File: config.mk
export PLATFORM = sky130hd
export DESIGN_NAME = mem_stage_ctrl
export DESIGN_NICKNAME = d
export VERILOG_FILES = /design/src/rtl/mips_mem_pkg.sv /design/src/rtl/mem_lane_align.sv /design/src/rtl/mem_stage_ctrl.sv
export SDC_FILE = /design/constraint.sdc
export NUM_CORES = 1
export LEC_CHECK = 0
export CAP_MARGIN = 20
export CORE_AREA = 2 2 131 133
export CTS_CLUSTER_DIAMETER = 50
export DETAILED_ROUTE_END_ITERATION = 10
export DIE_AREA = 0 0 133 135
export DONT_BUFFER_PORTS = 1
export RECOVER_POWER = 25
export SYNTH_ARGS = -nofsm -noshare
export SYNTH_HDL_FRONTEND = slang
export SYNTH_HIERARCHICAL = 1
export SYNTH_SLANG_ARGS = --single-unit
File: constraint.sdc
create_clock -name Clk -period 4.6 [get_ports Clk]
set_clock_uncertainty 0.05 [all_clocks]
set_input_delay 0.92 -clock Clk [delete_from_list [all_inputs] [get_ports Clk]]
set_output_delay 0.92 -clock Clk [all_outputs]
set_load 0.02 [all_outputs]
File: src/rtl/mips_mem_pkg.sv
// mips_mem_pkg: load/store size encodings, MEM-stage FSM states and byte-lane masks
package mips_mem_pkg;
  localparam logic [1:0] LS_WORD = 2'b00;
  localparam logic [1:0] LS_HALF = 2'b01;
  localparam logic [1:0] LS_BYTE = 2'b10;
  typedef enum logic [1:0] {S_IDLE, S_BUSY, S_DONE} state_t;
  localparam logic [3:0] LANE_ALL = 4'b1111;
  localparam logic [3:0] LANE_LO  = 4'b0011;
  localparam logic [3:0] LANE_HI  = 4'b1100;
  localparam logic [3:0] LANE_B0  = 4'b0001;
  // reserved size 2'b11 behaves like a word
  function automatic logic misaligned(input logic [1:0] ls, input logic [1:0] off);
    return ls == LS_HALF ? off[0] : ls == LS_BYTE ? 1'b0 : off != 2'b00;
  endfunction
endpackage

File: src/rtl/mem_lane_align.sv
// mem_lane_align: store lane/data steering and load lane extract with sign extension
module mem_lane_align
  import mips_mem_pkg::*;
(
  input  logic [1:0]  st_size,
  input  logic [1:0]  st_off,
  input  logic [31:0] st_data,
  output logic [3:0]  st_be,
  output logic [31:0] st_wdata,
  input  logic [1:0]  ld_size,
  input  logic [1:0]  ld_off,
  input  logic [31:0] ld_rdata,
  output logic [31:0] ld_data
);
  logic [7:0]  ld_byte;
  logic [15:0] ld_half;
  always_comb begin
    st_be    = st_size == LS_HALF ? (st_off[1] ? LANE_HI : LANE_LO)
             : st_size == LS_BYTE ? LANE_B0 << st_off : LANE_ALL;
    st_wdata = st_size == LS_HALF ? {2{st_data[15:0]}}
             : st_size == LS_BYTE ? {4{st_data[7:0]}} : st_data;
    ld_byte  = 8'(ld_rdata >> {ld_off, 3'b000});
    ld_half  = ld_off[1] ? ld_rdata[31:16] : ld_rdata[15:0];
    ld_data  = ld_size == LS_HALF ? {{16{ld_half[15]}}, ld_half}
             : ld_size == LS_BYTE ? {{24{ld_byte[7]}}, ld_byte} : ld_rdata;
  end
endmodule

File: src/rtl/mem_stage_ctrl.sv
// mem_stage_ctrl: MEM-stage sequencer driving a req/ack data-memory port and stalling the pipeline
module mem_stage_ctrl
  import mips_mem_pkg::*;
#(
  parameter int ADDR_WIDTH     = 32,
  parameter int TIMEOUT_CYCLES = 16
) (
  input  logic                  Clk,
  input  logic                  Rst,
  input  logic                  MemRead,
  input  logic                  MemWrite,
  input  logic [1:0]            LoadStore,
  input  logic [ADDR_WIDTH-1:0] Addr,
  input  logic [31:0]           WriteData,
  output logic                  Stall,
  output logic [31:0]           ReadDataOut,
  output logic                  ReadValid,
  output logic                  AlignError,
  output logic                  BusError,
  output logic                  MemReq,
  output logic                  MemWe,
  output logic [ADDR_WIDTH-1:0] MemAddr,
  output logic [3:0]            MemByteEn,
  output logic [31:0]           MemWData,
  input  logic [31:0]           MemRData,
  input  logic                  MemAck
);
  localparam int CW = $clog2(TIMEOUT_CYCLES + 1);
  state_t        state;
  logic [CW-1:0] cnt;
  logic [1:0]    ls_q, off_q;
  logic          ld_q, access, bad;
  logic [3:0]    st_be;
  logic [31:0]   st_wdata, ld_data;
  assign access = MemRead | MemWrite;
  assign bad    = misaligned(LoadStore, Addr[1:0]);
  assign Stall  = state == S_BUSY || (state == S_IDLE && access && !bad);
  mem_lane_align u_align (
    .st_size (LoadStore),
    .st_off  (Addr[1:0]),
    .st_data (WriteData),
    .st_be   (st_be),
    .st_wdata(st_wdata),
    .ld_size (ls_q),
    .ld_off  (off_q),
    .ld_rdata(MemRData),
    .ld_data (ld_data)
  );
  // size/offset are kept so the load extract does not depend on the held EX/MEM inputs
  always_ff @(posedge Clk) begin
    if (Rst) begin
      state       <= S_IDLE;
      cnt         <= '0;
      ls_q        <= LS_WORD;
      off_q       <= 2'b00;
      ld_q        <= 1'b0;
      ReadDataOut <= '0;
      ReadValid   <= 1'b0;
      AlignError  <= 1'b0;
      BusError    <= 1'b0;
      MemReq      <= 1'b0;
      MemWe       <= 1'b0;
      MemAddr     <= '0;
      MemByteEn   <= '0;
      MemWData    <= '0;
    end else begin
      ReadValid  <= 1'b0;
      AlignError <= 1'b0;
      case (state)
        S_IDLE: if (access) begin
          if (bad) AlignError <= 1'b1;
          else begin
            MemReq    <= 1'b1;
            MemWe     <= MemWrite;
            MemAddr   <= {Addr[ADDR_WIDTH-1:2], 2'b00};
            MemByteEn <= st_be;
            MemWData  <= st_wdata;
            ls_q      <= LoadStore;
            off_q     <= Addr[1:0];
            ld_q      <= !MemWrite;
            cnt       <= '0;
            state     <= S_BUSY;
          end
        end
        S_BUSY: if (MemAck) begin
          MemReq      <= 1'b0;
          ReadDataOut <= ld_data;
          ReadValid   <= ld_q;
          state       <= S_DONE;
        end else if (cnt == CW'(TIMEOUT_CYCLES - 1)) begin
          MemReq      <= 1'b0;
          BusError    <= 1'b1;
          ReadDataOut <= '0;
          state       <= S_DONE;
        end else cnt <= cnt + CW'(1);
        default: state <= S_IDLE;
      endcase
    end
  end
endmodule

==> results of run 1 <==
## Yosys cell counts (all sizes together)
cell type | n | area, sq um
clkinv | 1 | 3.75
mux2 | 17 | 191
or4 | 1 | 7.51
a32o | 1 | 10.0
a311oi | 1 | 26.3
and3b | 3 | 26.3
nor3 | 4 | 20.0
clkbuf | 36 | 135
o21ai | 35 | 179
ha | 3 | 37.5
nor2b | 14 | 87.6
o22ai | 1 | 6.26
nor4b | 1 | 23.8
a311o | 1 | 10.0
nor3b | 6 | 45.0
a221o | 7 | 70.1
or2 | 3 | 18.8
dfxtp | 115 | 2300
xnor2 | 2 | 17.5
o41ai | 1 | 8.76
and3 | 1 | 6.26
nand2 | 51 | 191
a211oi | 9 | 67.6
mux2i | 97 | 971
o2bb2a | 1 | 10.0
a21oi | 56 | 280
or3b | 2 | 17.5
buf | 38 | 303
and2 | 1 | 6.26
a41oi | 1 | 8.76
nand3 | 21 | 105
a22o | 6 | 52.6
conb | 1 | 3.75
nand2b | 147 | 920
nor2 | 24 | 90.1
inv | 13 | 48.8
a2111oi | 2 | 17.5
o2bb2ai | 8 | 70.1
o21bai | 6 | 45.0
nor4 | 1 | 6.26
nand3b | 6 | 45.0
o211ai | 6 | 45.0
## power by group through the flow
stage                     registers (mW)  clock network, mW  logic, mW
after floorplan                     1.20                  0      0.375
after global placement              1.23                  0      0.369
after detailed placement            1.23                  0      0.379
after CTS                           1.21               1.33      0.382
after global routing                1.22               1.38      0.424
final                               1.21               1.30      0.386
## final timing paths
kind         cells after the start         endpoint          from  slack (ns)
max reg2reg                      5  ReadDataOut[23]       ls_q[1]        2.04
max                              3            Stall  LoadStore[1]        1.65
min reg2reg                      2        ReadValid          ld_q        0.42
min                              2        ReadValid          ld_q        0.42
## state kept, by name, indices dropped and copies added, names as in the netlist, 2 cells and up
register and flops:
ls_q 2, state 2, ReadDataOut 32, MemByteEn 4, off_q 2, cnt 5
MemAddr 30, MemWData 32
## routing by layer
layer / global-route usage, % / vias to the layer above / routed length (um)
met5: 0 / - / 0
met4: 6.75 / 0 / 291
met3: 8.93 / 22 / 1820
met2: 31.1 / 202 / 8210
met1: 21.1 / 2343 / 6740
li1: - / 2478 / -
## cell type report
cell class	instances	share of cell area (%)
clock buffer	17	6.04
tap	220	3.91
clock inverter	15	2.25
timing repair buffer	9	1.19
multi-input combinational	549	53.2
inverter	14	0.746
sequential	115	32.7
## stage by stage
step / setup slack (ns) / std cells
global placement: 1.64 / 905
CTS: 1.64 / 937
global route: 1.61 / 939
floorplan: 1.77 / 752
finish: 1.65 / 939
detailed placement: 1.64 / 905
## kinds of logic after synthesis
kind of cell / count (synthesis) / synth area share [%]
xor gates and xnor gates: 2 / 0.268
adders and majority gates: 3 / 0.574
muxes: 114 / 17.8
and+or+nand+nor: 286 / 24.7
other: 1 / 0.0574
AOI/OAI and AO/OA: 142 / 13.9
DFF: 115 / 35.2
buffers and inverters: 88 / 7.50
## worst min-delay path, delay by kind of cell, from the launching register on
kind / cells / cell delay [ns]
flip-flops: 1 / 0.29
AND/OR/NAND/NOR: 2 / 0.13
==> flow_summary.toml, run 1 <==
[run_status]
outcome = "finished clean"

[sta]
post-route-period-util_pct = 64.1
final-setup-viol-count = 0
maxClockFrequency_mhz = 339
fin_crit_ns = 2.95
timing.max_slew.rel_slack_pct = 5.15
summed_negative_setup_slack_over_all_endpoints_ns = 0
worst_hold_slack_ns = 0.421
grt_setup_unrepaired = "no"
final-max-slew-violation-count = 0
hold_violations = 0
tightestPinTransition_ns = 1.42

[grt]
global_route.overflow_total = 0
antenna_found_initial = 0
globalRouteTotalUtil_pct = 18.7
via_count_of_the_first_global_routing_pass = 5056
wire_length_of_the_first_global_routing_pass_mm = 26.6
grt_start_max_net_pins = 188

[worst_setup_path]
arrival_worst_endpoint_ns = 1.98
critical_path.n_buffers_inverters = 0
type_of_the_worst_setup_path = "in2out"
end_kind = "output port"
timing.critical_path.fanout_max = 29
critical-path-top-delay-family = "simple AND/OR/NAND/NOR gates"
setup.worst_path.start_class = "primary input"
worst_path_max_stage_delay_ns = 0.44
slowest_stage_cell_crit_path = "sky130_fd_sc_hd__or3b_1"
cp_data_required_time_ns = 3.63
cp_cell_sequence = "or3b_1 -> a311o_1 -> nand2_1"

[detailed_routing]
drt-total-wl_mm = 17.1
detailed_route_via_count = 5045
first_iter_violations = 316
route.detailed.wl_per_inst_um = 18.2
viasPerCell = 5.37
drc_errors = 0
dr.pass1.iters = 4
drtAntennaViolNets = 0

[placement]
placed_area_sq_mm = 0.00643
routabilityCongestion = 0.845
port_buffer_count = 0
detailedPlacementHpwl_mm = 11.9

[synth]
synth_area_sq_mm = 0.00654
synth.ff_latch_count = 115
yosys_warnings = 6
syn_inst = 751
postSynthAreaPerCell_sq_um = 8.71
ys_seq_area_share_pct = 35.2
synthDistinctLibCells = 48

[floorplan]
standard_cell_row_count = 47
floorplan.core_area_sq_mm = 0.0164
floorplan.initialDensity_pct = 39.8
io_pins = 209
die_area_sq_mm = 0.0180
die_y_um = 135
fp.dieW_um = 133

[clock_network]
cts_tree = "yes"
tritoncts.num_buffers = 17
htree_levels = 4
max-clock-path-buffers = 2
clkLatencyLatePin_ns = 0.40
postCtsSetupRepairBufs = 0
clk_pin_slew_worst_paths_ns = 0.06
root_buffer = "sky130_fd_sc_hd__clkbuf_16"
cts_resized = 0
cts_num_sinks = 115
cts-hold-fix-buffers = 0

[job]
max-cap-violations = 0

[power_and_ir_drop]
irDropWorstVdd_mv = 0.236
power.internal_mw = 2.06
seq_power_share_pct = 41.8
swShare_pct = 28.9
relative_contribution_of_the_clock_network_to_total_power_pct = 44.8
leakage_nw = 2.60
cellPowerDensity_mw_per_mm2 = 410
switching_power_mw = 0.836
design_power_total_mw = 2.89
power.combinational.fraction_pct = 13.4

[final_layout]
stdcell_area_sq_mm = 0.00705
antennaDiodeCount = 0
area.growth.synth_to_final_pct = 7.79
multi_input_comb_area_sq_mm = 0.00375
fill_cells = 1600
area.sequential_sq_mm = 0.00230
layout_common_cells = "147 x sky130_fd_sc_hd__nand2b_1, 115 x sky130_fd_sc_hd__dfxtp_1, 97 x sky130_fd_sc_hd__mux2i_1, 56 x sky130_fd_sc_hd__a21oi_1, 51 x sky130_fd_sc_hd__nand2_1"
layout-drive-gt1-share_pct = 8.90
most_common_cell_after_layout_fill_and_taps_aside = "sky130_fd_sc_hd__nand2b_1"
final_core_utilization_pct = 42.9
finalNetCount = 812

[worst_hold_path]
worstHoldPathType = "reg2reg"
Power figures use the tool's default switching activity.
==> inputs of run 2 (changes only) <==
ABC_AREA = 1   (was default)
CORE_AREA = 2 2 124 126   (was 2 2 131 133)
DIE_AREA = 0 0 126 128   (was 0 0 133 135)
clock period = 3.01 ns   (was 4.6 ns; I/O delays follow)
==> run 2 against run 1 <==
- total power up 55%
- critical path depth unchanged
- combinational power grew 42%
- die area down 10%
- global-route usage increased by 1.1 points
- flip-flop and latch count unchanged
- critical endpoint unchanged
- highest routed layer unchanged
==> flow_summary.toml, run 2 <==
[grt]
antenna_found_initial = 0
grt_start_max_net_pins = 109
wire_length_of_the_first_global_routing_pass_mm = 25.7
global_route.overflow_total = 0
globalRouteTotalUtil_pct = 19.8
via_count_of_the_first_global_routing_pass = 4752

[sta]
timing.max_slew.rel_slack_pct = 57.6
tightestPinTransition_ns = 0.634
summed_negative_setup_slack_over_all_endpoints_ns = 0
maxClockFrequency_mhz = 437
final-max-slew-violation-count = 0
final-setup-viol-count = 0
grt_setup_unrepaired = "no"
worst_hold_slack_ns = 0.208
hold_violations = 0
fin_crit_ns = 2.29
post-route-period-util_pct = 76.0

[worst_setup_path]
end_kind = "output port"
cp_cell_sequence = "inv_1 -> nand2_2 -> nand2_1"
setup.worst_path.start_class = "flop"
arrival_worst_endpoint_ns = 1.64
timing.critical_path.fanout_max = 37
type_of_the_worst_setup_path = "reg2out"
worst_path_max_stage_delay_ns = 0.40
critical_path.n_buffers_inverters = 1
slowest_stage_cell_crit_path = "sky130_fd_sc_hd__nand2_2"
critical-path-top-delay-family = "simple AND/OR/NAND/NOR gates"
cp_data_required_time_ns = 2.36

[final_layout]
area.sequential_sq_mm = 0.00230
finalNetCount = 952
fill_cells = 1588
layout_common_cells = "323 x sky130_fd_sc_hd__nand2_1, 125 x sky130_fd_sc_hd__a21oi_1, 115 x sky130_fd_sc_hd__dfxtp_1, 70 x sky130_fd_sc_hd__inv_1, 64 x sky130_fd_sc_hd__o21ai_0"
layout-drive-gt1-share_pct = 6.41
top_regs = "MemWData x32, ReadDataOut x32, MemAddr x30"
most_common_cell_after_layout_fill_and_taps_aside = "sky130_fd_sc_hd__nand2_1"
antennaDiodeCount = 0
area.growth.synth_to_final_pct = 9.65
multi_input_comb_area_sq_mm = 0.00279

[floorplan]
floorplan.initialDensity_pct = 38.8
floorplan.core_area_sq_mm = 0.0149
die_area_sq_mm = 0.0161
fp.dieW_um = 126
io_pins = 209
standard_cell_row_count = 45
die_y_um = 128

[synth]
ys_dominant_reg_cell = "sky130_fd_sc_hd__dfxtp_1"
synthDistinctLibCells = 27
synth_area_sq_mm = 0.00577
yosys.area.top_type_share_pct = 39.9
async_reset_ff_share_pct = 0
synthTopCellsByArea = "sky130_fd_sc_hd__dfxtp_1 40%, sky130_fd_sc_hd__nand2_1 21%, sky130_fd_sc_hd__a21oi_1 11%"
postSynthAreaPerCell_sq_um = 6.53
synth-edff-count = 0
syn_inst = 884
ys_seq_area_share_pct = 39.9
synth_commonest_cells = "323 x sky130_fd_sc_hd__nand2_1, 125 x sky130_fd_sc_hd__a21oi_1, 115 x sky130_fd_sc_hd__dfxtp_1, 70 x sky130_fd_sc_hd__inv_1, 64 x sky130_fd_sc_hd__o21ai_0"
yosys_warnings = 6
synth_top_area_cell = "sky130_fd_sc_hd__dfxtp_1"
synth_most_common_cell = "sky130_fd_sc_hd__nand2_1"
synth.ff_latch_count = 115

[clock_network]
cts_num_sinks = 115
clk_pin_slew_worst_paths_ns = 0.05
cts_tree = "yes"
clkLatencyLatePin_ns = 0.41
postCtsSetupRepairBufs = 0
tritoncts.num_buffers = 17
max-clock-path-buffers = 2
cts-hold-fix-buffers = 0
cts_resized = 0
htree_levels = 4
root_buffer = "sky130_fd_sc_hd__clkbuf_16"

[placement]
port_buffer_count = 0
routabilityCongestion = 0.900
detailedPlacementHpwl_mm = 11.2

[detailed_routing]
drt-total-wl_mm = 16.4
viasPerCell = 5.08
detailed_route_via_count = 5310
first_iter_violations = 438
dr.pass1.iters = 5
route.detailed.wl_per_inst_um = 15.6
drtAntennaViolNets = 0
drc_errors = 0

[run_status]
outcome = "finished clean"

[worst_hold_path]
worstHoldPathType = "in2reg"

[power_and_ir_drop]
leakage_nw = 2.78
irDropWorstVdd_mv = 0.350
cellPowerDensity_mw_per_mm2 = 707

[job]
max-cap-violations = 0
-- run 2: cell count changes in the layout (fill, tap and decap cells not counted), moves of 7 or more --
cell,change
sky130_fd_sc_hd__o2bb2ai_1,-8
sky130_fd_sc_hd__nand2b_1,-147
sky130_fd_sc_hd__mux2i_1,-97
sky130_fd_sc_hd__inv_1,+58
sky130_fd_sc_hd__nand2_1,+272
sky130_fd_sc_hd__a221o_1,-7
sky130_fd_sc_hd__nor2b_1,-14
sky130_fd_sc_hd__o21ai_0,+30
sky130_fd_sc_hd__a211oi_1,-9
sky130_fd_sc_hd__mux2_2,-17
sky130_fd_sc_hd__a21oi_1,+69
sky130_fd_sc_hd__nand3_1,+37
-- run 2: layout make-up --
class | count | share of cell area (%)
clock buffer | 23 | 7.87
tap | 188 | 3.72
timing repair buffer | 9 | 1.46
multi-input combinational | 626 | 44.0
clock inverter | 8 | 1.96
inverter | 77 | 4.57
sequential | 115 | 36.4
-- run 2: logic make-up (layout without fill, tap and decap cells) --
group	count (synthesis)	after routing	synth area share [%]
and+or+nand+nor	422	422	29.9
AOI/OAI and AO/OA	199	199	17.7
buffers and inverters	144	117	11.9
DFF	115	115	39.9
adders and majority gates	3	3	0.650
other	1	2	0.0650
-- run 2: metrics by stage --
stage | area (sq um) | std cells | utilization [%] | total power, mW | worst slack, ns
after floorplan | 5780 | 885 | - | 2.32 | 1.01
after global placement | 5710 | 1015 | 38.4 | 2.38 | 0.919
after detailed placement | 5710 | 1015 | 38.4 | 2.39 | 0.905
after CTS | 6330 | 1046 | 42.6 | 4.52 | 0.680
after global routing | 6330 | 1046 | 42.6 | 4.68 | 0.534
final | 6330 | 1046 | 42.6 | 4.48 | 0.722
-- run 2: report_power, final --
group	switching, mW	internal [mW]	total [mW]
sequential	0.181	1.63	1.81
clock	0.715	1.41	2.12
combinational	0.365	0.183	0.548
total	1.26	3.22	4.48
-- run 2: final timing paths --
| check | startpoint | endpoint | slack [ns] | depth (start not counted) |
|---|---|---|---|---|
| setup / recovery | state[1] | Stall | 0.72 | 3 |
| hold / removal | Rst | MemAddr[7] | 0.21 | 1 |
| setup reg to reg | state[1] | ReadDataOut[31] | 0.93 | 6 |
| hold reg to reg | ld_q | ReadValid | 0.43 | 2 |
-- run 2: routing by layer --
layer | GRT usage (%) | up-vias | part of all wire [%]
met1 | 28.2 | 2365 | 47
li1 | - | 2743 | -
met4 | 5.49 | 0 | 1.1
met3 | 7.14 | 18 | 8.6
met2 | 28.3 | 184 | 43
met5 | 0 | - | 0
==> inputs of run 3 (changes only) <==
clock period = 1.9 ns   (was 3.01 ns; I/O delays follow)
==> run 3 against run 2 <==
- the run now ends with hold timing left
- global-route usage increased by 0.15 points
- setup slack got worse by 0.61 ns
- highest routed layer unchanged
- final area increased by 1.5%
- wire length increased by 1.1%
- final cell count increased by 1.2%
- critical path depth increased by 4
- clock-buffer cell count decreased by 3
- die area unchanged
- register-to-register slack got worse by 0.82 ns
- combinational power increased by 68%
==> flow_summary.toml, run 3 (same netlist as run 2, synthesis figures left out) <==
[run_status]
outcome = "finished with violations"
failed_checks = "hold timing"

[floorplan]
floorplan.core_area_sq_mm = 0.0149
io_pins = 209
die_y_um = 128
standard_cell_row_count = 45
die_area_sq_mm = 0.0161
floorplan.initialDensity_pct = 38.8
fp.dieW_um = 126

[placement]
dpl_worst_slack_ns = 0.117
placed_area_sq_mm = 0.00579
routabilityCongestion = 0.937
port_buffer_count = 0
detailedPlacementHpwl_mm = 11.2

[detailed_routing]
viasPerCell = 5.07
detailed_route_via_count = 5373
route.detailed.wl_per_inst_um = 15.6
drtAntennaViolNets = 0
drc_errors = 0
first_iter_violations = 433
drt-total-wl_mm = 16.5
dr.pass1.iters = 5

[worst_setup_path]
worst_path_most_repeated_cell = "sky130_fd_sc_hd__ha_1"
reg_to_reg_startpoint = "cnt[0]"
worst_path_max_stage_delay_ns = 0.54
setup.worst_path.start_class = "flop"
cp_cell_sequence = "ha_1 -> nand2_2 -> nor2_2 -> ha_1 -> a31oi_1 -> nor2_1 -> dlygate4sd3_1"
r2r_slack_ns = 0.11
arrival_worst_endpoint_ns = 2.04
rr_worst_depth = 7
crit_start = "cnt[0]"
cp_data_required_time_ns = 2.15
critical-path-top-delay-family = "buffers and inverters"
worst_path_depth = 7
reg2reg_end = "BusError"
worstSetupEndpoint = "BusError"
critical_path.n_buffers_inverters = 1
slowest_stage_cell_crit_path = "sky130_fd_sc_hd__dlygate4sd3_1"
timing.critical_path.fanout_max = 4
type_of_the_worst_setup_path = "reg2reg"
end_kind = "flop"

[clock_network]
clk_pin_slew_worst_paths_ns = 0.06
root_buffer = "sky130_fd_sc_hd__clkbuf_16"
cts_tree = "yes"
tritoncts.num_buffers = 17
clkLatencyLatePin_ns = 0.41
htree_levels = 4
max-clock-path-buffers = 2
postCtsSetupRepairBufs = 0
cts-hold-fix-buffers = 2
cts_num_sinks = 115

[power_and_ir_drop]
power.combinational.fraction_pct = 13.3
cellPowerDensity_mw_per_mm2 = 1080
irDropWorstVdd_mv = 0.700
relative_contribution_of_the_clock_network_to_total_power_pct = 45.3
leakage_nw = 2.84
swShare_pct = 29.7
power.internal_mw = 4.86
switching_power_mw = 2.05
seq_power_share_pct = 41.4

[grt]
grt_start_max_net_pins = 109
via_count_of_the_first_global_routing_pass = 4731
antenna_found_initial = 0
wire_length_of_the_first_global_routing_pass_mm = 25.8
globalRouteTotalUtil_pct = 20.0
global_route.overflow_total = 0

[final_layout]
area.growth.synth_to_final_pct = 11.3
top_regs = "MemWData x32, ReadDataOut x32, MemAddr x30"
antennaDiodeCount = 0
final_core_utilization_pct = 43.2
most_common_cell_after_layout_fill_and_taps_aside = "sky130_fd_sc_hd__nand2_1"
fill_cells = 1623
layout-drive-gt1-share_pct = 8.27
finalNetCount = 964
stdcell_area_sq_mm = 0.00643
layout_common_cells = "320 x sky130_fd_sc_hd__nand2_1, 125 x sky130_fd_sc_hd__a21oi_1, 114 x sky130_fd_sc_hd__dfxtp_1, 70 x sky130_fd_sc_hd__inv_1, 63 x sky130_fd_sc_hd__o21ai_0"

[sta]
timing.final.ws_setup_ns = 0.109
final-setup-viol-count = 0
summed_negative_setup_slack_over_all_endpoints_ns = 0
worst_hold_slack_ns = -0.0221
final-max-slew-violation-count = 0
hold_violations = 3
fin_crit_ns = 1.79
post-route-period-util_pct = 94.3
maxClockFrequency_mhz = 558

[job]
max-cap-violations = 0

[worst_hold_path]
worstHoldPathType = "in2reg"
run 3: changes by cell type in the layout (fill, tap and decap cells not counted), moves of 2 or more:
cell,delta
sky130_fd_sc_hd__buf_4,+9
sky130_fd_sc_hd__nor2_2,+2
sky130_fd_sc_hd__clkinvlp_4,+2
sky130_fd_sc_hd__clkbuf_8,-4
sky130_fd_sc_hd__nand2_1,-3
sky130_fd_sc_hd__nand2_2,+2
sky130_fd_sc_hd__nor2_1,-3
sky130_fd_sc_hd__dlygate4sd3_1,+2
run 3: power groups by stage:
stage | clock network (mW) | registers (mW) | logic [mW]
floorplan | 0 | 2.87 | 0.794
CTS | 3.21 | 2.87 | 0.905
global placement | 0 | 2.92 | 0.894
global route | 3.33 | 2.89 | 1.05
detailed placement | 0 | 2.92 | 0.899
finish | 3.13 | 2.87 | 0.918
run 3: final cells by class:
class / count / area, sq um / share of cell area, %
Multi-Input combinational cell: 626 / 2820 / 43.9
Sequential cell: 115 / 2300 / 35.8
Clock buffer: 20 / 447 / 6.95
Inverter: 77 / 289 / 4.50
Tap cell: 188 / 235 / 3.66
Timing Repair Buffer: 21 / 200 / 3.12
Clock inverter: 12 / 131 / 2.04
run 3: layer usage:
layer  track usage, %  wire length (um)
met5                0                 0
met4             7.37               248
met3             8.10              1480
met2             28.0              7150
met1             27.5              7660
run 3: repair_timing:
item                                    4_1_cts  5_1_grt
endpoints found under the setup margin        1       14
pin swaps                                     0        1
hold endpoints to repair                    107       77
resized for setup                             1       10
run 3: through the flow:
step	cells	power (mW)
2_1_floorplan	885	3.67
3_3_place_gp	1025	3.81
3_5_place_dp	1025	3.82
4_1_cts	1059	6.99
5_1_grt	1059	7.27
6_report	1059	6.92
run 3: worst min-delay path by stage:
stage	start	endpoint	slack (ns)	cells after the start
6_report	Rst	MemAddr[6]	-0.02	1
3_3_place_gp	ld_q	ReadValid	0.40	2
4_1_cts	Rst	MemWData[21]	-0.04	1
2_1_floorplan	ld_q	ReadValid	0.38	2
5_1_grt	Rst	MemAddr[6]	-0.04	1
3_5_place_dp	ld_q	ReadValid	0.40	2
run 3: worst register-to-register path, stage by stage, from the launching register on:
cell and delay [ns]:
sky130_fd_sc_hd__dfxtp_1 0.33, sky130_fd_sc_hd__ha_1 0.23, sky130_fd_sc_hd__nand2_2 0.08, sky130_fd_sc_hd__nor2_2 0.04, sky130_fd_sc_hd__ha_1 0.20, sky130_fd_sc_hd__a31oi_1 0.16, sky130_fd_sc_hd__nor2_1 0.05, sky130_fd_sc_hd__dlygate4sd3_1 0.54
